### config.mk
export PLATFORM = sky130hd
export DESIGN_NAME = apb_arb_master
export DESIGN_NICKNAME = d
export VERILOG_FILES = /design/src/rtl/apb_pkg.sv /design/src/rtl/rr_arb2.sv /design/src/rtl/apb_arb_master.sv
export SDC_FILE = /design/constraint.sdc
export NUM_CORES = 1
export LEC_CHECK = 0
export BUFFER_PORTS_ARGS = -buffer_cell sky130_fd_sc_hd__buf_2
export CORE_ASPECT_RATIO = 0.6
export CORE_UTILIZATION = 33
export DETAILED_ROUTE_END_ITERATION = 10
export GPL_ROUTABILITY_DRIVEN = 0
export SKIP_CTS_REPAIR_TIMING = 1
export SYNTH_ARGS = -nofsm -noshare
export SYNTH_HDL_FRONTEND = slang
export SYNTH_SLANG_ARGS = --single-unit
export TNS_END_PERCENT = 100
### constraint.sdc
create_clock -name clk -period 1.9 [get_ports clk]
set_input_delay 0.095 -clock clk [delete_from_list [all_inputs] [get_ports clk]]
set_output_delay 0.095 -clock clk [all_outputs]
set_load 0.02 [all_outputs]
### src/rtl/apb_pkg.sv
// Shared types and default widths for the arbitrated APB master.
package apb_pkg;

  localparam int APB_ADDR_W = 5;
  localparam int APB_DATA_W = 32;
  localparam int TO_CNT_W   = 8;

  typedef enum logic [1:0] {
    IDLE   = 2'd0,
    SETUP  = 2'd1,
    ACCESS = 2'd2
  } apb_state_e;

  typedef enum logic {
    REQ0 = 1'b0,
    REQ1 = 1'b1
  } req_id_e;

endpackage

### src/rtl/rr_arb2.sv
// Two-way round-robin arbiter; on a tie the requester not granted last wins.
module rr_arb2 (
  input  logic       clk,
  input  logic       rst,
  input  logic [1:0] req,
  input  logic       update,
  output logic [1:0] gnt
);

  logic last_q, last_d;

  always_comb begin
    gnt    = '0;
    last_d = last_q;
    unique case (req)
      2'b01:   gnt = 2'b01;
      2'b10:   gnt = 2'b10;
      2'b11:   gnt = last_q ? 2'b01 : 2'b10;
      default: gnt = '0;
    endcase
    if (update && (|gnt)) last_d = gnt[1];
  end

  // last grant starts at requester 1 so requester 0 wins the first tie
  always_ff @(posedge clk) begin
    if (rst) last_q <= 1'b1;
    else     last_q <= last_d;
  end

endmodule

### src/rtl/apb_arb_master.sv
// APB master shared by two requesters: round-robin accept, one transfer at a time,
// bounded ACCESS wait with timeout error response.
module apb_arb_master
  import apb_pkg::*;
#(
  parameter int ADDR_W  = APB_ADDR_W,
  parameter int DATA_W  = APB_DATA_W,
  parameter int TIMEOUT = 16
) (
  input  logic              clk,
  input  logic              rst,
  input  logic              req0_valid,
  input  logic              req0_write,
  input  logic [ADDR_W-1:0] req0_addr,
  input  logic [DATA_W-1:0] req0_wdata,
  output logic              req0_ready,
  output logic              rsp0_valid,
  output logic [DATA_W-1:0] rsp0_rdata,
  output logic              rsp0_err,
  input  logic              req1_valid,
  input  logic              req1_write,
  input  logic [ADDR_W-1:0] req1_addr,
  input  logic [DATA_W-1:0] req1_wdata,
  output logic              req1_ready,
  output logic              rsp1_valid,
  output logic [DATA_W-1:0] rsp1_rdata,
  output logic              rsp1_err,
  output logic              psel,
  output logic              penable,
  output logic              pwrite,
  output logic [ADDR_W-1:0] paddr,
  output logic [DATA_W-1:0] pwdata,
  input  logic              pready,
  input  logic [DATA_W-1:0] prdata
);

  localparam logic [TO_CNT_W-1:0] TO_LAST = TO_CNT_W'(TIMEOUT - 1);

  apb_state_e          state_q, state_d;
  req_id_e             gid_q, gid_d;
  logic [TO_CNT_W-1:0] cnt_q, cnt_d;
  logic                psel_q, psel_d;
  logic                penable_q, penable_d;
  logic                pwrite_q, pwrite_d;
  logic [ADDR_W-1:0]   paddr_q, paddr_d;
  logic [DATA_W-1:0]   pwdata_q, pwdata_d;
  logic                rsp0_valid_q, rsp0_valid_d;
  logic                rsp1_valid_q, rsp1_valid_d;
  logic                rsp0_err_q, rsp0_err_d;
  logic                rsp1_err_q, rsp1_err_d;
  logic [DATA_W-1:0]   rsp0_rdata_q, rsp0_rdata_d;
  logic [DATA_W-1:0]   rsp1_rdata_q, rsp1_rdata_d;

  logic [1:0]          arb_req;
  logic [1:0]          gnt;
  logic                arb_update;
  logic                done;
  logic                rsp_err;
  logic [DATA_W-1:0]   rsp_rdata;

  assign arb_req    = {req1_valid, req0_valid} & {2{state_q == IDLE}};
  assign arb_update = (state_q == IDLE);

  rr_arb2 u_arb (
    .clk    (clk),
    .rst    (rst),
    .req    (arb_req),
    .update (arb_update),
    .gnt    (gnt)
  );

  assign req0_ready = gnt[0];
  assign req1_ready = gnt[1];

  // The APB address/control registers double as the latched command.
  always_comb begin
    state_d   = state_q;
    gid_d     = gid_q;
    cnt_d     = cnt_q;
    pwrite_d  = pwrite_q;
    paddr_d   = paddr_q;
    pwdata_d  = pwdata_q;
    done      = 1'b0;
    rsp_err   = 1'b0;
    rsp_rdata = '0;

    unique case (state_q)
      IDLE: begin
        if (|gnt) begin
          gid_d    = gnt[1] ? REQ1 : REQ0;
          pwrite_d = gnt[1] ? req1_write : req0_write;
          paddr_d  = gnt[1] ? req1_addr  : req0_addr;
          pwdata_d = gnt[1] ? req1_wdata : req0_wdata;
          state_d  = SETUP;
        end
      end
      SETUP: begin
        cnt_d   = '0;
        state_d = ACCESS;
      end
      ACCESS: begin
        if (pready) begin
          done      = 1'b1;
          rsp_rdata = pwrite_q ? '0 : prdata;
          state_d   = IDLE;
        end else if (cnt_q == TO_LAST) begin
          done    = 1'b1;
          rsp_err = 1'b1;
          state_d = IDLE;
        end else begin
          cnt_d = cnt_q + 1'b1;
        end
      end
      default: state_d = IDLE;
    endcase

    psel_d    = (state_d != IDLE);
    penable_d = (state_d == ACCESS);

    rsp0_valid_d = done && (gid_q == REQ0);
    rsp1_valid_d = done && (gid_q == REQ1);
    rsp0_rdata_d = rsp0_valid_d ? rsp_rdata : rsp0_rdata_q;
    rsp1_rdata_d = rsp1_valid_d ? rsp_rdata : rsp1_rdata_q;
    rsp0_err_d   = rsp0_valid_d ? rsp_err   : rsp0_err_q;
    rsp1_err_d   = rsp1_valid_d ? rsp_err   : rsp1_err_q;
  end

  always_ff @(posedge clk) begin
    if (rst) begin
      state_q      <= IDLE;
      gid_q        <= REQ0;
      cnt_q        <= '0;
      psel_q       <= 1'b0;
      penable_q    <= 1'b0;
      pwrite_q     <= 1'b0;
      paddr_q      <= '0;
      pwdata_q     <= '0;
      rsp0_valid_q <= 1'b0;
      rsp1_valid_q <= 1'b0;
      rsp0_err_q   <= 1'b0;
      rsp1_err_q   <= 1'b0;
      rsp0_rdata_q <= '0;
      rsp1_rdata_q <= '0;
    end else begin
      state_q      <= state_d;
      gid_q        <= gid_d;
      cnt_q        <= cnt_d;
      psel_q       <= psel_d;
      penable_q    <= penable_d;
      pwrite_q     <= pwrite_d;
      paddr_q      <= paddr_d;
      pwdata_q     <= pwdata_d;
      rsp0_valid_q <= rsp0_valid_d;
      rsp1_valid_q <= rsp1_valid_d;
      rsp0_err_q   <= rsp0_err_d;
      rsp1_err_q   <= rsp1_err_d;
      rsp0_rdata_q <= rsp0_rdata_d;
      rsp1_rdata_q <= rsp1_rdata_d;
    end
  end

  assign psel       = psel_q;
  assign penable    = penable_q;
  assign pwrite     = pwrite_q;
  assign paddr      = paddr_q;
  assign pwdata     = pwdata_q;
  assign rsp0_valid = rsp0_valid_q;
  assign rsp1_valid = rsp1_valid_q;
  assign rsp0_err   = rsp0_err_q;
  assign rsp1_err   = rsp1_err_q;
  assign rsp0_rdata = rsp0_rdata_q;
  assign rsp1_rdata = rsp1_rdata_q;

endmodule

==> results.toml, run 1 <==
[outcome]
status = "complete, but fails checks"
violations = "negative hold slack"

[finish]
area_growth_pct = 62.2
drive_gt1_share_pct = 32.0
stdcell_area_mm2 = 0.00784
nets = 973
diodes = 0

[detailed_routing]
drtIter0Drc = 277
vias_per_cell = 4.88
wirelength_mm = 16.4
first_pass_iters = 5
drc_errors = 0
vias = 5183
ant_nets = 0
wl_per_cell_um = 15.4

[floorplanning]
die_x_um = 158
start_util_pct = 34.6
coreArea_mm2 = 0.0140
die_area_mm2 = 0.0151
die-height_um = 95.7
fp-row-count = 33
ioPinCount = 223

[synthesis]
ys_warn_count = 0
syn-num-nets = 657
async_flop_share_pct = 0
seq_area_frac_synth_pct = 49.7
synth.distinct_cells = 38
yosys-top-cells-area = "dfxtp_1 50%, nand2_1 14%, mux2i_1 13%"
synth-edff-count = 0
synth_area_mm2 = 0.00483
yosysMostFrequentCell = "nand2_1"
synthTopCellsByCount = "176 x nand2_1, 120 x dfxtp_1, 64 x mux2i_1, 49 x nor2_1, 39 x a311oi_1"
synthCells = 543
synth_top_area_share_pct = 49.7
yosysTopAreaCell = "dfxtp_1"
synth_flop_cell = "dfxtp_1"
ys_seq_elements = 120
syn_avg_cell_area_um2 = 8.89

[sta]
whs_ns = -0.0229
min_period_over_period_pct = 94.6
relSlewSlack_pct = 69.4
fmax_mhz = 556
finalCriticalPeriod_ns = 1.80
hold_violations = 6
fin_worst_skew_ns = 0.00959
fin_ws_ns = 0.103
setup_viol = 0
rsz0062_at_grt = "false"
slew_violations = 0
worst_slew_pin_slew_ns = 0.459

[clock_network]
clk_pin_slew_worst_paths_ns = 0.05
cts_tree = "built"
cts-root-buf = "clkbuf_16"
h-tree-depth = 4
cts_buffers = 17
clkSinkCount = 120
clock_path_buffers = 2
worstSkewPairLatency_ns = 0.41

[setup_path]
r2r_slack_ns = 0.10
required_ns = 2.22
reg2reg_depth = 6
cpPeakStageDelay_ns = 0.38
r2r-end = "rsp0_rdata[7]"
path_class = "flip-flop to flip-flop"
r2r-start = "cnt_q[0]"
crit_slowest_cell = "dfxtp_1"
cp-end-kind = "flip-flop"
crit_chain = "ha_1 -> and3_2 -> a21oi_2 -> nor3_4 -> buf_12 -> mux2i_1"
cp_top_family = "simple AND/OR/NAND/NOR gates"
worstSetupStartpointType = "flip-flop"
critPathBufInv = 1
worstPathArrival_ns = 2.12
path_max_fanout = 32

[grt]
grt_overflow = 0
antenna_found_initial = 0
grt_pass1_wl_mm = 22.1
grt_pass1_vias = 4526
grt_max_degree = 77
grt_use_total_pct = 18.9

[placed_design]
dp.final_hpwl_mm = 10.3
port_buffers = 222
dpl_worst_slack_ns = 0.0575
place_area_mm2 = 0.00613

[worst_hold_path]
worstHoldStart = "req1_wdata[28]"
min_path_type = "input pin to flip-flop"
hold_path_depth = 3
min_to = "pwdata[28]"

[power_and_ir_drop]
powerDensity_mw_per_mm2 = 929
p_leak_uw = 0.00343
vdd_drop_max_mv = 0.562

[job]
maxCapViolations = 0
stage by stage:
step	power (uW)	cells	util [%]	hold slack, ns	setup TNS [ns]
floorplan	3260	543	-	0.192	0
global placement	3590	927	43.9	0.359	0
detailed placement	3610	927	43.9	0.369	0
CTS	7170	958	48.6	-0.0676	-0.0168
global route	7550	1063	56.1	0.00215	0
finish	7280	1063	56.1	-0.0229	0
cell usage in the layout (no fill, tap or decap), types with 2 or more instances in the layout:
cell,Yosys,routed
inv_1,2,2
nand2_1,176,176
mux2i_1,64,64
clkbuf_16,0,17
nor3_1,2,2
a211oi_1,3,3
dfxtp_1,120,120
nor4_1,2,2
o21ai_0,3,3
buf_4,0,8
clkinv_2,0,2
a311oi_1,39,39
nand3_1,3,3
xnor2_1,5,5
a2111oi_2,1,2
a31oi_1,2,2
a21oi_1,7,7
dlygate4sd3_1,0,102
nor2_1,49,48
inv_6,0,4
buf_2,5,222
bufinv_16,0,5
clkinv_4,0,2
nand2b_1,5,5
nor2_4,0,2
buf_12,0,5
nor2b_1,2,2
cell type report:
| cell class | count | area (um^2) |
|---|---|---|
| clock buffers | 17 | 425 |
| clock inverters | 14 | 220 |
| inverters | 3 | 11.3 |
| multi-input cells | 380 | 2240 |
| flip-flops and latches | 120 | 2400 |
| repair buffers | 337 | 2290 |
| well taps | 192 | 240 |
| fillers | 1246 | 6120 |
flip-flops by register name, summed over array words and instances, names as in the netlist, 2 cells and up:
| register | count |
|---|---|
| rsp1_rdata | 32 |
| rsp0_rdata | 32 |
| pwdata | 32 |
| cnt_q | 8 |
| paddr | 5 |
| state_q | 2 |
power by group:
group	switching [uW]	internal, uW
registers	72.9	2640
logic	577	460
clock network	1200	2340
worst min-delay path: cells and delay by family:
| family | cells | cell delay, ns |
|---|---|---|
| buffers and inverters | 1 | 0.10 |
| AO/OA/AOI/OAI | 1 | 0.07 |
| AND/OR/NAND/NOR | 1 | 0.05 |
per-layer routing:
layer | part of all wire, % | track usage, %
met3 | 5.8 | 6.17
met5 | 0 | 0
met1 | 43 | 23.7
met2 | 49 | 30.7
met4 | 2.9 | 6.33
cells by family after synthesis:
logic type      share of synthesized area, %
xor+xnor                               0.907
flops                                   49.7
simple gates                            21.4
buf+inv                                 4.40
compound gates                          10.0
fa+ha+maj                              0.259
mux                                     13.3
worst max-delay path by stage:
stage	start	to	slack, ns	cells after the start
after floorplan	cnt_q[0]	rsp1_rdata[30]	0.15	7
after global placement	cnt_q[0]	rsp0_rdata[21]	0.18	6
after detailed placement	cnt_q[0]	rsp0_rdata[7]	0.06	6
after CTS	state_q[1]	req1_ready	-0.02	5
after global routing	cnt_q[0]	rsp0_rdata[4]	0.01	6
final	cnt_q[0]	rsp0_rdata[7]	0.10	6
Note: power is estimated with default switching activity, not from simulation.
==> run 2, diff against run 1 <==
- SYNTH_HIERARCHICAL: default -> 1
- clock period: 1.9 -> 1.46 ns (I/O delays scaled with it)
==> results.toml, run 2 <==
[detailed_routing]
wirelength_mm = 20.2
ant_nets = 0
drc_errors = 0
drtIter0Drc = 377
first_pass_iters = 5
vias = 5754
vias_per_cell = 5.70
wl_per_cell_um = 20.0

[synthesis]
yosysTopAreaCell = "dfxtp_1"
yosysMostFrequentCell = "dfxtp_1"
synth_area_mm2 = 0.00513
synth_top_area_share_pct = 46.8
syn_avg_cell_area_um2 = 9.56
synth_flop_cell = "dfxtp_1"
yosys-top-cells-area = "dfxtp_1 47%, a311oi_1 11%, a31oi_1 8.3%"
ys_warn_count = 6
seq_area_frac_synth_pct = 46.8
async_flop_share_pct = 0
synth.distinct_cells = 39
synth-edff-count = 0
synthTopCellsByCount = "120 x dfxtp_1, 68 x a31oi_1, 64 x a311oi_1, 45 x a21oi_1"
syn-num-nets = 651
ys_seq_elements = 120
synthCells = 537

[clock_network]
cts_buffers = 17
h-tree-depth = 4
cts-root-buf = "clkbuf_16"
clock_path_buffers = 2
clkSinkCount = 120
clk_pin_slew_worst_paths_ns = 0.06
worstSkewPairLatency_ns = 0.41
cts_tree = "built"

[sta]
hold_violations = 1
finalCriticalPeriod_ns = 1.74
fin_worst_skew_ns = 0.0105
fmax_mhz = 574
fin_ws_ns = -0.282
finalSetupTns_ns = -20.09
relSlewSlack_pct = 59.3
worst_slew_pin_slew_ns = 0.610
slew_violations = 0
setup_viol = 114
rsz0062_at_grt = "true"
min_period_over_period_pct = 119
whs_ns = -0.00221

[setup_path]
path_class = "flip-flop to flip-flop"
required_ns = 1.77
path_max_fanout = 7
cp-end-kind = "flip-flop"
worstPathArrival_ns = 2.05
worstSetupStartpointType = "flip-flop"

[placed_design]
port_buffers = 222
place_inst = 930
dpl_worst_slack_ns = -0.304
dp.final_hpwl_mm = 11.0

[finish]
final_cell_mix = "219 x buf_2, 116 x dfxtp_1, 40 x a21oi_1"
diodes = 0
post_layout_nonfiller_instances = 1010
nets = 913
drive_gt1_share_pct = 57.6
seq_area_mm2 = 0.00241
area_growth_pct = 78.8
multi_input_area_mm2 = 0.00352
n_fill_cell = 1119
mostFrequentLayoutCell = "buf_2"

[power_and_ir_drop]
power_uw = 12300
p_leak_uw = 0.00363
powerDensity_mw_per_mm2 = 1340
vdd_drop_max_mv = 0.654

[floorplanning]
die_x_um = 163
start_util_pct = 34.6
fp-row-count = 34
die_area_mm2 = 0.0161
coreArea_mm2 = 0.0148
die-height_um = 98.6
ioPinCount = 223

[grt]
grt_use_total_pct = 19.7
grt_max_degree = 62
antenna_found_initial = 0
grt_pass1_vias = 5120
grt_pass1_wl_mm = 25.7
grt_overflow = 0

[outcome]
status = "complete, but fails checks"
violations = "negative hold slack, negative setup slack"

[worst_hold_path]
min_path_type = "input pin to flip-flop"

[job]
maxCapViolations = 0
## run 2: report_power, final
part,internal [uW],switching (uW)
registers,3640,231
logic,1730,2330
clock network,2710,1640
total,8080,4200
## run 2: worst max-delay path: stages, from the launching register on
cell and delay [ns]:
dfxtp_2 0.34, buf_6 0.12, buf_6 0.13, and3b_4 0.42, buf_12 0.15, buf_12 0.14
a31oi_1 0.09, a311oi_1 0.25
## run 2: through the flow
step | util, % | cell area [um^2]
5_1_grt | 61.8 | 9180
4_1_cts | 49.4 | 7330
6_report | 61.8 | 9180
3_3_place_gp | 45.3 | 6730
3_5_place_dp | 45.3 | 6730
2_1_floorplan | - | 5320
## run 2: final timing paths
path	from	to	slack, ns	depth (start not counted)
max reg2reg	state_q[0]	rsp1_rdata[26]	-0.28	7
min	prdata[2]	rsp0_rdata[2]	-0.002	3
max	state_q[0]	rsp1_rdata[26]	-0.28	7
min reg2reg	pwdata[11]	pwdata[11]	0.51	2
## run 2: layout make-up
type	count	area share [%]
clock buffers	19	4.72
clock inverters	13	1.85
inverters	1	0.0409
multi-input cells	348	38.3
flip-flops and latches	120	26.2
well taps	198	2.70
repair buffers	311	26.1
## run 2: metal layers
metal	track usage (%)	up-vias	wire [um]
li1	-	2669	-
met1	25.7	2832	9420
met2	32.1	227	9370
met3	4.29	26	1130
met4	6.83	0	253
met5	0	-	0
## run 2: kinds of logic after synthesis
group	after synthesis	synth area share, %
and+or+nand+nor	73	7.36
buffers and inverters	70	5.85
AOI/OAI and AO/OA	231	31.6
muxes	42	8.21
DFF	120	46.8
adders and majority gates	1	0.244
==> run 3, diff against run 2 <==
- ABC_AREA: default -> 1
==> results.toml, run 3 <==
[detailed_routing]
wl_per_cell_um = 14.2
ant_nets = 0
drc_errors = 0
wirelength_mm = 20.3
vias_per_cell = 4.62
drtIter0Drc = 517
first_pass_iters = 5
vias = 6604

[power_and_ir_drop]
vdd_drop_max_mv = 0.708
powerDensity_mw_per_mm2 = 1340
p_leak_uw = 0.00467
power_uw = 12400

[grt]
use_met3_pct = 4.47
grt_max_degree = 66
grt_pass1_vias = 5527
grt_pass1_wl_mm = 27.8
grt_use_total_pct = 18.7
grt.busiest_layer = "met2"
antenna_found_initial = 0
use_met1_pct = 26.8
use_met2_pct = 27.9
grt_overflow = 0

[synthesis]
ys_seq_elements = 120
synth_flop_cell = "dfxtp_1"
yosysTopAreaCell = "dfxtp_1"
synth_area_mm2 = 0.00591
ys_warn_count = 6
seq_area_frac_synth_pct = 40.7
synthCells = 899
synth_compound_area_share_pct = 11.7
syn-num-nets = 1013
yosys-top-cells-area = "dfxtp_1 41%, inv_1 12%, nand2_1 9.8%"
yosysMostFrequentCell = "inv_1"
synth_top_area_share_pct = 40.7
synthAdderAreaFrac_pct = 0.212
synthXorXnorAreaFrac_pct = 0
synthTopCellsByCount = "187 x inv_1, 155 x nand2_1, 123 x nor2_1, 120 x dfxtp_1, 87 x a21oi_1"
synth-edff-count = 0
synth_top_family_by_area = "simple AND/OR/NAND/NOR gates"
async_flop_share_pct = 0
muxShareOfSynthArea_pct = 0
yosys.area_share.simple_pct = 29.3
syn_avg_cell_area_um2 = 6.57
synth.distinct_cells = 26

[setup_path]
path_max_fanout = 6
path_class = "flip-flop to primary output"
cpPeakStageDelay_ns = 0.33
cp-end-kind = "primary output"
crit_chain = "nor2_4 -> inv_2 -> nor2_4 -> a21boi_4 -> buf_12 -> buf_8"
crit_slowest_cell = "dfxtp_2"
required_ns = 1.39
worstPathArrival_ns = 1.57
worstSetupStartpointType = "flip-flop"
path_common_cell = "nor2_4"

[finish]
diodes = 0
n_fill_cell = 1694
area_growth_pct = 56.2
seq_area_mm2 = 0.00241
fin_util_pct = 53.3
mostFrequentLayoutCell = "buf_2"
final_cell_mix = "220 x buf_2, 174 x inv_1, 125 x nand2_1"
multi_input_area_mm2 = 0.00271
nets = 1296
drive_gt1_share_pct = 34.2

[floorplanning]
die_x_um = 175
fp-row-count = 37
ioPinCount = 223
die-height_um = 106
start_util_pct = 34.1
coreArea_mm2 = 0.0173
die_area_mm2 = 0.0185

[worst_hold_path]
min_path_type = "input pin to flip-flop"

[sta]
finalSetupTns_ns = -8.92
whs_ns = -0.0488
hold_violations = 6
worst_slew_pin_slew_ns = 0.396
slew_violations = 0
fmax_mhz = 609
rsz0062_at_grt = "true"
min_period_over_period_pct = 112
setup_viol = 103
fin_worst_skew_ns = 0.0123
fin_ws_ns = -0.182
finalCriticalPeriod_ns = 1.64
relSlewSlack_pct = 73.6

[clock_network]
clock_path_buffers = 2
cts_buffers = 17
cts-root-buf = "clkbuf_16"
clkSinkCount = 120
worstSkewPairLatency_ns = 0.41
clk_pin_slew_worst_paths_ns = 0.06
cts_tree = "built"
h-tree-depth = 4

[placed_design]
dp.final_hpwl_mm = 11.6
port_buffers = 222

[job]
maxCapViolations = 0

[outcome]
violations = "negative hold slack, negative setup slack"
status = "complete, but fails checks"
-- run 3: changes by cell type in the layout (fill, tap and decap cells not counted), sizes merged, moves of 28 or more --
| cell | before | now |
|---|---|---|
| inv | 5 | 188 |
| nand4 | 0 | 65 |
| nand3 | 2 | 44 |
| a21oi | 45 | 87 |
| a211oi | 43 | 0 |
| nor2 | 3 | 126 |
| dlygate4sd3 | 4 | 32 |
| nand2 | 37 | 156 |
| a31oi | 68 | 0 |
| a311oi | 64 | 0 |
| o21ai | 1 | 41 |
| mux2i | 41 | 0 |
-- run 3: final cells by class --
cell class	count	share of cell area [%]
multi-input cells	526	29.3
repair buffers	327	26.9
flip-flops and latches	120	26.1
inverters	190	7.79
clock buffers	20	4.84
well taps	234	3.17
clock inverters	12	1.90
-- run 3: path summary, 6_finish.rpt --
check / slack (ns) / to / start / cells after the start
setup / recovery: -0.18 / req1_ready / state_q[1] / 6
hold / removal: -0.05 / pwdata[28] / req1_wdata[28] / 3
setup reg to reg: -0.18 / pwdata[25] / state_q[1] / 9
hold reg to reg: 0.47 / rsp1_err / rsp1_err / 2
-- run 3: kinds of logic (layout without fill, tap and decap cells) --
family                     Yosys count  in the layout
AOI/OAI and AO/OA                  132            132
adders and majority gates            1              1
buffers and inverters              253            549
DFF                                120            120
and+or+nand+nor                    393            393
-- run 3: power breakdown --
group          leakage, uW  switching (uW)  internal [uW]  total (uW)
sequential        0.000980             207           3690        3900
clock             0.000296            1580           2900        4480
combinational      0.00339            2360           1650        4010
-- run 3: through the flow --
stage	std cells	setup WS, ns	cell area (um^2)	hold slack (ns)
3_3_place_gp	1332	-0.153	7460	0.356
5_1_grt	1429	-0.255	9230	0.000452
6_report	1429	-0.182	9230	-0.0488
4_1_cts	1364	-0.387	8080	-0.0618
2_1_floorplan	899	-0.247	5980	0.142
3_5_place_dp	1332	-0.173	7460	0.370
-- run 3: worst max-delay path, delay by kind of cell, from the launching register on --
| kind | cells | cell delay, ns |
|---|---|---|
| buf+inv | 3 | 0.32 |
| flops | 1 | 0.33 |
| simple gates | 2 | 0.21 |
| compound gates | 1 | 0.31 |
-- run 3: layer usage --
layer | part of all wire (%) | vias to the layer above | wire length (um)
li1 | - | 3363 | -
met1 | 49 | 2972 | 10000
met2 | 42 | 253 | 8440
met3 | 7.9 | 16 | 1610
met4 | 0.89 | 0 | 181
met5 | 0 | - | 0
